<file path="config.mk">
export PLATFORM = sky130hd
export DESIGN_NAME = otter_pc_redirect_ctrl
export DESIGN_NICKNAME = d
export VERILOG_FILES = /design/src/rtl/otter_pc_redirect_ctrl.sv
export SDC_FILE = /design/constraint.sdc
export NUM_CORES = 1
export LEC_CHECK = 0
export BUFFER_PORTS_ARGS = -buffer_cell sky130_fd_sc_hd__clkbuf_2
export CORE_MARGIN = 2
export CORE_UTILIZATION = 53
export DETAILED_ROUTE_END_ITERATION = 7
export GPL_TIMING_DRIVEN = 1
export PLACE_DENSITY_LB_ADDON = 0.2
export SLEW_MARGIN = 5
export SYNTH_ARGS = -nofsm -noshare
export SYNTH_HDL_FRONTEND = slang
export SYNTH_SLANG_ARGS = --single-unit
</file>
<file path="constraint.sdc">
create_clock -name clk -period 6.2 [get_ports clk]
set_clock_uncertainty 0.2 [all_clocks]
set_input_delay 1.55 -clock clk [delete_from_list [all_inputs] [get_ports clk]]
set_output_delay 1.55 -clock clk [all_outputs]
set_load 0.005 [all_outputs]
</file>
<file path="src/rtl/otter_pc_redirect_ctrl.sv">
// otter_pc_redirect_ctrl
// Owns the fetch PC. Each fetch handshake advances it by 4. Branches and
// jumps resolved in execute redirect it, and so do trap entry and mret.
// When imem is busy, the redirect target is parked in pend_addr_reg.
module otter_pc_redirect_ctrl #(
  parameter logic [31:0] RESET_VEC = 32'h0000_0000
) (
  input  logic        clk,
  input  logic        rst_n,
  input  logic        fetch_ready,
  input  logic        ex_valid,
  input  logic        ex_jal,
  input  logic        ex_jalr,
  input  logic        ex_branch,
  input  logic [2:0]  ex_funct3,
  input  logic [31:0] ex_rs1,
  input  logic [31:0] ex_rs2,
  input  logic [31:0] jal_addr,
  input  logic [31:0] jalr_addr,
  input  logic [31:0] branch_addr,
  input  logic        trap_req,
  input  logic [31:0] trap_vec,
  input  logic        mret_req,
  input  logic [31:0] mepc,
  output logic [31:0] pc,
  output logic        flush,
  output logic        redirect_pending,
  output logic        misalign,
  output logic [31:0] redirect_cnt
);

  typedef enum logic {
    ST_RUN  = 1'b0,
    ST_PEND = 1'b1
  } state_t;

  state_t      state_reg, state_next;
  logic [31:0] pc_reg, pc_next;
  logic [31:0] pend_addr_reg, pend_addr_next;
  logic [31:0] cnt_reg, cnt_next;

  logic        branch_cond;
  logic        ex_taken;
  logic [31:0] ex_target;
  logic [31:0] redirect_target;
  logic        accept;
  logic        flush_int;
  logic        pending_int;
  logic        misalign_int;

  // Branch condition evaluation; the reserved codes 010/011 never take.
  always_comb begin
    branch_cond = 1'b0;
    case (ex_funct3)
      3'b000:  branch_cond = (ex_rs1 == ex_rs2);
      3'b001:  branch_cond = (ex_rs1 != ex_rs2);
      3'b100:  branch_cond = ($signed(ex_rs1) <  $signed(ex_rs2));
      3'b101:  branch_cond = ($signed(ex_rs1) >= $signed(ex_rs2));
      3'b110:  branch_cond = (ex_rs1 <  ex_rs2);
      3'b111:  branch_cond = (ex_rs1 >= ex_rs2);
      default: branch_cond = 1'b0;
    endcase
  end

  // Execute-stage redirect decision and target selection. JALR clears bit 0.
  always_comb begin
    ex_taken  = ex_valid & (ex_jal | ex_jalr | (ex_branch & branch_cond));
    ex_target = branch_addr;
    if (ex_jal)
      ex_target = jal_addr;
    else if (ex_jalr)
      ex_target = {jalr_addr[31:1], 1'b0};
  end

  // Next-state logic: request priority is trap > mret > EX > sequential.
  always_comb begin
    state_next      = state_reg;
    pc_next         = pc_reg;
    pend_addr_next  = pend_addr_reg;
    cnt_next        = cnt_reg;
    redirect_target = pend_addr_reg;
    accept          = 1'b0;
    flush_int       = 1'b0;
    pending_int     = 1'b0;
    misalign_int    = 1'b0;

    unique case (state_reg)
      ST_RUN: begin
        if (trap_req) begin
          accept          = 1'b1;
          redirect_target = trap_vec;
        end else if (mret_req) begin
          accept          = 1'b1;
          redirect_target = mepc;
        end else if (ex_taken) begin
          // A misaligned EX target is dropped; the PC keeps sequencing.
          if (ex_target[1:0] != 2'b00) begin
            misalign_int = 1'b1;
          end else begin
            accept          = 1'b1;
            redirect_target = ex_target;
          end
        end

        if (accept) begin
          flush_int = 1'b1;
          cnt_next  = cnt_reg + 32'd1;
          if (fetch_ready) begin
            pc_next = redirect_target;
          end else begin
            // The PC holds so imem never sees its address change mid-access.
            pend_addr_next = redirect_target;
            state_next     = ST_PEND;
          end
        end else if (fetch_ready) begin
          pc_next = pc_reg + 32'd4;
        end
      end

      ST_PEND: begin
        // EX requests are ignored here: that slot is on the wrong path.
        flush_int   = 1'b1;
        pending_int = 1'b1;
        if (trap_req) begin
          accept          = 1'b1;
          redirect_target = trap_vec;
        end else if (mret_req) begin
          accept          = 1'b1;
          redirect_target = mepc;
        end

        if (accept) begin
          cnt_next       = cnt_reg + 32'd1;
          pend_addr_next = redirect_target;
        end

        if (fetch_ready) begin
          pc_next    = redirect_target;
          state_next = ST_RUN;
        end
      end

      default: begin
        state_next = ST_RUN;
      end
    endcase
  end

  // State registers, cleared asynchronously so the first fetch is RESET_VEC.
  always_ff @(posedge clk or negedge rst_n) begin
    if (!rst_n) begin
      state_reg     <= ST_RUN;
      pc_reg        <= RESET_VEC;
      pend_addr_reg <= 32'h0000_0000;
      cnt_reg       <= 32'h0000_0000;
    end else begin
      state_reg     <= state_next;
      pc_reg        <= pc_next;
      pend_addr_reg <= pend_addr_next;
      cnt_reg       <= cnt_next;
    end
  end

  // The pulse outputs are forced low while reset is held, because their
  // request inputs may still be active during that time.
  always_comb begin
    pc               = pc_reg;
    redirect_cnt     = cnt_reg;
    flush            = rst_n & flush_int;
    redirect_pending = rst_n & pending_int;
    misalign         = rst_n & misalign_int;
  end

endmodule

</file>
======== Word-level counts from Yosys, hierarchy flattened ========
Cells that the tools add are included.
storage, ports and cells
  word-level logic and storage cells ...... 75
  bits of input ports ..................... 236
  register bits after elaboration ......... 97
operators by class
  equality and inequality tests ........... 12
  reduce and logical (&&, ||, !) cells .... 5
  add/subtract/negate cells ............... 2
  multiplexer cells ....................... 40
  magnitude comparators ................... 4
  bitwise logic cells ..................... 8
operators with widths
  kind                                                 number
  two-way mux 32 bit                                   17
  case mux 32 bit (2 select lines)                     3
  greater-or-equal comparator 32 bit                   2
  < comparator 32 bit                                  2
  adder 32 x 1 -> 32 bit, second input constant        1
  adder 32 x 3 -> 32 bit, second input constant        1
  equality test 32 bit                                 1
  != test 32 bit                                       1
  two-way mux 1 bit                                    17
  equality test 3 bit, second input constant           4
  != test 2 bit, second input constant                 4
  case mux 1 bit (6 select lines)                      1
  bitwise AND 1 bit                                    5
  case mux 1 bit (2 select lines)                      2
  AND reduction 2 bit                                  2
  equality test 3 x 1 -> 1 bit, second input constant  1
  logical NOT 3 bit                                    1
  AND reduction 3 bit                                  1
  != test 2 x 1 -> 1 bit, second input constant        1
  bitwise OR 1 bit                                     2
  nonzero test 2 bit                                   1
  inverter 1 bit                                       1

======== Depth between registers and ports, before layout ========
Gate-level depths: netlist (run 1).
  depth after elaboration ................. 12
  mapped depth ............................ 13
  gate-level depth less buffers ........... 11

======== Worst setup path after synthesis (run 1) ========
OpenSTA, ideal clock, no wires.
  path type ............................... input-to-output
  start ................................... in ex_rs2[26]
  end ..................................... out flush
  stages .................................. 10
  path slack .............................. 0.936 ns
  arrival time ............................ 3.514 ns
  path buffers ............................ 0
  required time ........................... 4.450 ns
  path through ............................ inv_1 ha_1 nand4_2 nor4_4 nand4_1 mux2_2 o211ai_2 o211ai_4 nand2_2 and2_1
on the way
  longest elaborated chain between the ends .. 12
  elaborated cells between the ends (all ways) .. 17
  classes of those cells .................. order compare: 4; eq/ne: 2; mux: 7; bitwise: 4
RTL lines
  item                                                        RTL line  text
  start, declared                                             17        input logic [31:0] ex_rs2,
  greater-or-equal comparator 32 bit (tied with other cells)  60        3'b111: branch_cond = (ex_rs1 >= ex_rs2);
  case mux 1 bit (6 select lines) (*)                         54        case (ex_funct3)
  bitwise AND 1 bit (*)                                       67        ex_taken = ex_valid & (ex_jal | ex_jalr | (ex_branch & branch_cond));
  bitwise OR 1 bit (*)                                        67
  bitwise AND 1 bit (*)                                       67
  two-way mux 1 bit (*)                                       95        end else if (ex_taken) begin
  two-way mux 1 bit (*)                                       92        end else if (mret_req) begin
  two-way mux 1 bit (*)                                       89        if (trap_req) begin
  two-way mux 1 bit (*)                                       87        unique case (state_reg)
  two-way mux 1 bit (*)                                       105       if (accept) begin
  case mux 1 bit (2 select lines) (*)                         87
  bitwise AND 1 bit (*)                                       169       flush = rst_n & flush_int;
  end, declared                                               26        output logic flush,
Every way passes the cells marked *; elsewhere a longest branch is shown, timed or not. The select of a mux whose other input is x is not followed.

======== Worst setup path after layout (run 1) ========
  start ................................... in ex_rs2[31]
  end ..................................... out misalign
on the way
  longest elaborated chain between the ends .. 10
  elaborated cells between the ends (all ways) .. 15
  classes of those cells .................. order compare: 4; eq/ne: 2; mux: 5; bitwise: 4
RTL lines
  item                                                        RTL line  text
  greater-or-equal comparator 32 bit (tied with other cells)  60
  case mux 1 bit (6 select lines) (*)                         54
  bitwise AND 1 bit (*)                                       67
  bitwise OR 1 bit (*)                                        67
  bitwise AND 1 bit (*)                                       67
  two-way mux 1 bit (*)                                       95
  two-way mux 1 bit (*)                                       92
  two-way mux 1 bit (*)                                       89
  two-way mux 1 bit (*)                                       87
  bitwise AND 1 bit (*)                                       171       misalign = rst_n & misalign_int;
  end, declared                                               28        output logic misalign,
Every way passes the cells marked *; elsewhere a longest branch is shown, timed or not.

==> results of run 1 <==
[per-stage QoR]
| step | util | total power (W) | std cells |
|---|---|---|---|
| 3_3_place_gp | 0.654 | 0.00138 | 1327 |
| 2_1_floorplan | - | 0.00114 | 885 |
| 4_1_cts | 0.677 | 0.00197 | 1343 |
| 6_report | 0.677 | 0.00197 | 1343 |
| 3_5_place_dp | 0.654 | 0.00139 | 1327 |
| 5_1_grt | 0.677 | 0.00207 | 1343 |
[area by class of cell]
| type | instances | area [um^2] |
|---|---|---|
| Multi-Input combinational cell | 691 | 4550 |
| Fill cell | 1215 | 4430 |
| Sequential cell | 97 | 2430 |
| Timing Repair Buffer | 314 | 1610 |
| Clock buffer | 9 | 225 |
| Tap cell | 180 | 225 |
| Inverter | 45 | 169 |
| Clock inverter | 7 | 83.8 |
[per-layer routing]
metal	wire, um	GRT usage
met4	726	0.119
met2	11000	0.523
met1	9510	0.401
met3	2170	0.0660
met5	0	0
[critical path, cell delays in order]
cell and delay [ns]:
clkbuf_2 0.08, inv_1 0.04, ha_1 0.33, nand4_1 0.18, nor3_1 0.08, a221o_1 0.34
a31oi_1 0.27, and3_1 0.34, nor2_1 0.15, nor4b_1 0.43, clkbuf_2 0.21
[how the worst min path moves through the flow]
stage                                       from                           end  slack (ns)  cells after the start
floorplan           pend_addr_reg[0]$_DFFE_PN0P_  pend_addr_reg[0]$_DFFE_PN0P_        0.25                      2
global placement    redirect_cnt[31]$_DFFE_PN0P_  redirect_cnt[31]$_DFFE_PN0P_        0.26                      1
detailed placement  redirect_cnt[31]$_DFFE_PN0P_  redirect_cnt[31]$_DFFE_PN0P_        0.27                      1
CTS                 redirect_cnt[31]$_DFFE_PN0P_  redirect_cnt[31]$_DFFE_PN0P_        0.28                      1
global route        redirect_cnt[25]$_DFFE_PN0P_  redirect_cnt[25]$_DFFE_PN0P_        0.30                      1
finish              redirect_cnt[31]$_DFFE_PN0P_  redirect_cnt[31]$_DFFE_PN0P_        0.28                      1
[cells by family (layout without fill, tap and decap cells)]
kind of cell | Yosys count | count (layout) | share of synthesized area
and+or+nand+nor | 305 | 305 | 0.206
AOI/OAI and AO/OA | 273 | 273 | 0.251
DFF | 97 | 97 | 0.329
buffers and inverters | 97 | 375 | 0.0559
xor gates and xnor gates | 41 | 41 | 0.0487
muxes | 38 | 38 | 0.0519
adders and majority gates | 34 | 34 | 0.0576
[placed cells by master, fill, tap and decap left out, types with 7 or more instances in the layout]
| cell | count |
|---|---|
| inv_1 | 42 |
| o31ai_1 | 17 |
| a22o_1 | 12 |
| clkbuf_2 | 300 |
| nand4_1 | 24 |
| a31oi_1 | 10 |
| and3_1 | 19 |
| nor2_1 | 50 |
| ha_1 | 34 |
| nand3_1 | 36 |
| mux2i_1 | 36 |
| a21boi_0 | 8 |
| a22oi_1 | 22 |
| a222oi_1 | 9 |
| and4_1 | 7 |
| dfrtp_1 | 97 |
| o21ai_0 | 74 |
| xor2_1 | 12 |
| nand2_1 | 116 |
| buf_4 | 14 |
| clkbuf_16 | 9 |
| a21o_1 | 7 |
| nor3_1 | 15 |
| a32oi_1 | 10 |
| xnor2_1 | 29 |
| a21oi_1 | 53 |
| o211ai_1 | 14 |
[power by group through the flow]
stage          combinational (W)  clock, W  sequential (W)
2_1_floorplan           0.000320         0        0.000819
3_3_place_gp            0.000544         0        0.000837
3_5_place_dp            0.000555         0        0.000840
4_1_cts                 0.000557  0.000581        0.000828
5_1_grt                 0.000622  0.000606        0.000845
6_report                0.000556  0.000579        0.000832
==> impl_metrics.py, run 1 <==
metrics = {
    "layout": {
        "diodes": 0,
        "design_area_um2": 9290,
        "layout-drive-gt1-share": 0.300,
        "fin_nets": 1428,
        "area_delta_synth_final_pct": 25.8,
    },
    "sta": {
        "fin_tns_setup_ns": 0,
        "worst_pin_slew_ns": 1.25,
        "finalSetupViolCount": 0,
        "grt_setup_unrepaired": "false",
        "fmax_mhz": 174,
        "timing.final.ws_setup_ns": 0.449,
        "hold_viol": 0,
        "slew_viol_final": 0,
        "fin_crit_sh": 0.928,
        "fin_hold_ws_ns": 0.276,
        "period_minus_slack_ns": 5.75,
        "slew_headroom": 0.163,
    },
    "power_and_ir_drop": {
        "p_leak_nw": 4.58,
        "power_frac_clock": 0.294,
        "combPwrFrac": 0.283,
        "powerDensity_nw_per_um2": 212,
        "swShare": 0.358,
        "p_int_w": 0.00126,
        "power_switching_w": 0.000704,
        "p_seq_frac": 0.423,
        "ir_drop_uv": 143,
    },
    "clocking": {
        "cts_tree": "done",
        "cts_setup_buffers": 0,
        "ctsResizeCount": 0,
        "clock_path_buffers": 2,
        "clk_pin_slew_ns": 0.08,
        "cts.sinks": 97,
        "insertion_delay_ns": 0.37,
        "cts-root-buf": "clkbuf_16",
        "cts_buffers": 9,
        "cts_hold_buf": 0,
        "cts-htree-levels": 3,
    },
    "critical_path": {
        "worstSetupPathType": "input port to primary output",
        "cp-startpoint": "ex_rs2[31]",
        "r2r_end": "pc[25]$_DFFE_PN0P_",
        "r2r_slack_ns": 3.01,
        "critPathCaptureType": "primary output",
        "critPathMaxFanout": 5,
        "critical_path_arrival_ns": 4.00,
        "worstPathRequired_ns": 4.45,
        "ff2ff_path_depth": 9,
        "critPathCapture": "misalign",
        "r2r_start": "pc[7]$_DFFE_PN0P_",
        "critPathLaunchType": "input port",
    },
    "logic_synthesis": {
        "synth.distinct_cells": 70,
        "netlist_instances": 885,
        "yosysTopAreaCellShare": 0.329,
        "synthesis.nets": 1155,
        "yosys_warnings": 0,
        "synth_top_cells_by_count": "nand2_1, dfrtp_1, o21ai_0, a21oi_1, nor2_1",
        "yosysMostFrequentCell": "nand2_1",
        "synth_ff_type": "dfrtp_1",
        "seq_area_frac_synth": 0.329,
        "async_flop_share": 1.00,
        "syn_area_um2": 7380,
        "synth_edf_count": 0,
        "synth_area_leaders": "dfrtp_1, nand2_1, ha_1",
        "synth.avg_cell_area_um2": 8.34,
        "synth_top_area_cell": "dfrtp_1",
        "synth_seq_cells": 97,
    },
    "drt": {
        "viasPerCell": 5.95,
        "vias": 7985,
        "drc": 0,
        "drt_pass1_iterations": 5,
        "wl_mm": 23.4,
        "drt_iter0_markers": 847,
        "drtAntennaViolNets": 0,
        "wl_per_cell_um": 17.4,
    },
    "grt": {
        "grt_max_degree": 65,
        "grt_overflow_total": 0,
        "grt_pass1_vias": 7299,
        "groute.usage.overall": 0.314,
        "antenna_found_initial": 0,
        "grt_pass1_wl_mm": 36.5,
    },
    "floorplanning": {
        "initial_core_util": 0.538,
        "die-area_um2": 14900,
        "ios": 303,
        "num_rows": 43,
        "die_w_um": 122,
        "core-area_um2": 13700,
        "fp.dieH_um": 122,
    },
    "job": {
        "maxCapViolCount": 0,
    },
    "place": {
        "finalWeightedCongestion": 0.911,
        "pre_cts_ws_ns": 0.464,
        "numPortBuffers": 301,
        "placed_cell_area_um2": 8980,
        "hpwl_mm": 17.4,
    },
    "status": {
        "status": "completed",
    },
    "worst_hold_path": {
        "hold_class": "flop to flop",
    },
}
Power figures use the tool's default switching activity.
==> run 2, diff against run 1 <==
--- a/config.mk
+++ b/config.mk
@@ -6,6 +6,7 @@
 export NUM_CORES = 1
 export LEC_CHECK = 0
 export BUFFER_PORTS_ARGS = -buffer_cell sky130_fd_sc_hd__clkbuf_2
+export CORE_ASPECT_RATIO = 1.75
 export CORE_MARGIN = 2
 export CORE_UTILIZATION = 53
 export DETAILED_ROUTE_END_ITERATION = 7
==> run 2 against run 1 <==
Effect of this change:
- first-iteration DRC count is 35% lower
- clock power is 7.8% lower
- hold slack better by 0.010 ns
- clock-buffer cell count is 2 higher
- largest power group unchanged
- fmax is 2.3% lower
- global-route usage is 3.2 points higher
- power is 1.6% lower
- highest routed layer is now met5
- worst setup slack worse by 0.14 ns
==> impl_metrics.py, run 2 (same netlist as run 1, synthesis figures left out) <==
metrics = {
    "drt": {
        "viasPerCell": 6.00,
        "drc": 0,
        "wl_mm": 25.9,
        "wl_per_cell_um": 19.2,
        "drtAntennaViolNets": 0,
        "drt_pass1_iterations": 8,
        "vias": 8097,
        "drt_iter0_markers": 552,
    },
    "clocking": {
        "clk_pin_slew_ns": 0.07,
        "cts.sinks": 97,
        "cts_tree": "done",
        "cts-root-buf": "clkbuf_16",
        "insertion_delay_ns": 0.35,
        "cts_setup_buffers": 0,
        "ctsResizeCount": 0,
        "cts_hold_buf": 0,
        "clock_path_buffers": 2,
        "cts_buffers": 9,
        "cts-htree-levels": 3,
    },
    "layout": {
        "design_area_um2": 9300,
        "final_cells": 1349,
        "fillers": 1220,
        "fin_nets": 1432,
        "mostFrequentLayoutCells": "clkbuf_2, nand2_1, dfrtp_1, o21ai_0, a21oi_1",
        "utilization": 0.676,
        "layout-drive-gt1-share": 0.301,
        "area_delta_synth_final_pct": 26.0,
        "register_area_um2": 2430,
        "layout_commonest_cell": "clkbuf_2",
        "multi_input_area_um2": 4550,
    },
    "critical_path": {
        "critPathMaxFanout": 5,
        "worstPathRequired_ns": 4.45,
        "critPathLaunchType": "input port",
        "critical_path_arrival_ns": 4.14,
        "critPathCaptureType": "primary output",
        "worstSetupPathType": "input port to primary output",
    },
    "sta": {
        "slew_viol_final": 0,
        "fin_tns_setup_ns": 0,
        "fin_hold_ws_ns": 0.286,
        "fmax_mhz": 170,
        "finalSetupViolCount": 0,
        "period_minus_slack_ns": 5.89,
        "slew_headroom": 0.191,
        "hold_viol": 0,
        "fin_crit_sh": 0.949,
        "worst_pin_slew_ns": 1.21,
        "grt_setup_unrepaired": "false",
    },
    "place": {
        "finalWeightedCongestion": 0.913,
        "placed_cells": 1328,
        "placed_cell_area_um2": 9020,
        "numPortBuffers": 301,
        "hpwl_mm": 20.2,
    },
    "grt": {
        "grt_pass1_vias": 8040,
        "grt_pass1_wl_mm": 40.3,
        "grt_max_degree": 65,
        "antenna_found_initial": 7,
        "groute.usage.overall": 0.346,
        "grt_overflow_total": 0,
    },
    "power_and_ir_drop": {
        "ir_drop_uv": 234,
        "p_leak_nw": 4.59,
        "power_switching_w": 0.000683,
        "p_seq_frac": 0.431,
        "powerDensity_nw_per_um2": 208,
        "p_int_w": 0.00125,
        "swShare": 0.353,
        "power_frac_clock": 0.276,
        "combPwrFrac": 0.293,
    },
    "floorplanning": {
        "core-area_um2": 13800,
        "die-area_um2": 14900,
        "fp.dieH_um": 160,
        "initial_core_util": 0.536,
        "ios": 303,
        "num_rows": 57,
        "die_w_um": 93.2,
    },
    "worst_hold_path": {
        "hold_class": "flop to flop",
    },
    "job": {
        "maxCapViolCount": 0,
    },
    "status": {
        "status": "completed",
    },
}
-- run 2: cell count changes in the layout (fill, tap and decap cells not counted) --
cell        change
diode_2         +5
clkinv_8        -2
inv_8           -3
clkinv_4        -1
buf_4           +3
clkbuf_1        +2
inv_6           +2
clkinv_2        +1
clkinvlp_4      +1
buf_12          +1
-- run 2: per-stage QoR --
step	worst slack, ns	power [W]
2_1_floorplan	0.936	0.00114
5_1_grt	0.148	0.00204
3_3_place_gp	0.347	0.00139
6_report	0.314	0.00193
4_1_cts	0.315	0.00193
3_5_place_dp	0.327	0.00141
-- run 2: final cells by class --
cell class	count	area share
multi-input combinational	691	0.489
sequential	97	0.261
clock inverter	5	0.00417
tap	177	0.0238
antenna	5	0.00135
clock buffer	11	0.0250
timing repair buffer	318	0.177
inverter	45	0.0182
-- run 2: path summary, 6_finish.rpt --
kind	start	cells after the start	to	slack (ns)
setup / recovery	ex_rs2[31]	12	misalign	0.31
min in group asynchronous	rst_n	1	pend_addr_reg[26]$_DFFE_PN0P_	0.99
hold / removal	pend_addr_reg[6]$_DFFE_PN0P_	2	pend_addr_reg[6]$_DFFE_PN0P_	0.29
max in group asynchronous	rst_n	2	pend_addr_reg[2]$_DFFE_PN0P_	3.62
setup reg to reg	pc[7]$_DFFE_PN0P_	8	pc[31]$_DFFE_PN0P_	3.13
hold reg to reg	pend_addr_reg[6]$_DFFE_PN0P_	2	pend_addr_reg[6]$_DFFE_PN0P_	0.29
-- run 2: per-layer routing --
layer	part of all wire	track usage	vias to the layer above
li1	-	-	3831
met1	0.33	0.350	3760
met2	0.52	0.623	403
met3	0.086	0.0807	99
met4	0.065	0.220	4
met5	0.00089	0	-
-- run 2: power by group through the flow --
stage | registers (W) | clock network (W) | logic, W
3_5_place_dp | 0.000842 | 0 | 0.000563
2_1_floorplan | 0.000819 | 0 | 0.000320
3_3_place_gp | 0.000838 | 0 | 0.000551
4_1_cts | 0.000831 | 0.000535 | 0.000565
5_1_grt | 0.000847 | 0.000561 | 0.000628
6_report | 0.000834 | 0.000534 | 0.000567
-- run 2: critical path: stages --
cell and delay, ns:
clkbuf_2 0.08, inv_1 0.07, ha_1 0.36, nand4_1 0.20
nor3_1 0.08, a221o_1 0.37, a31oi_1 0.23, and3_1 0.33
nor2_1 0.15, nor4b_1 0.44, buf_4 0.18, clkbuf_2 0.10
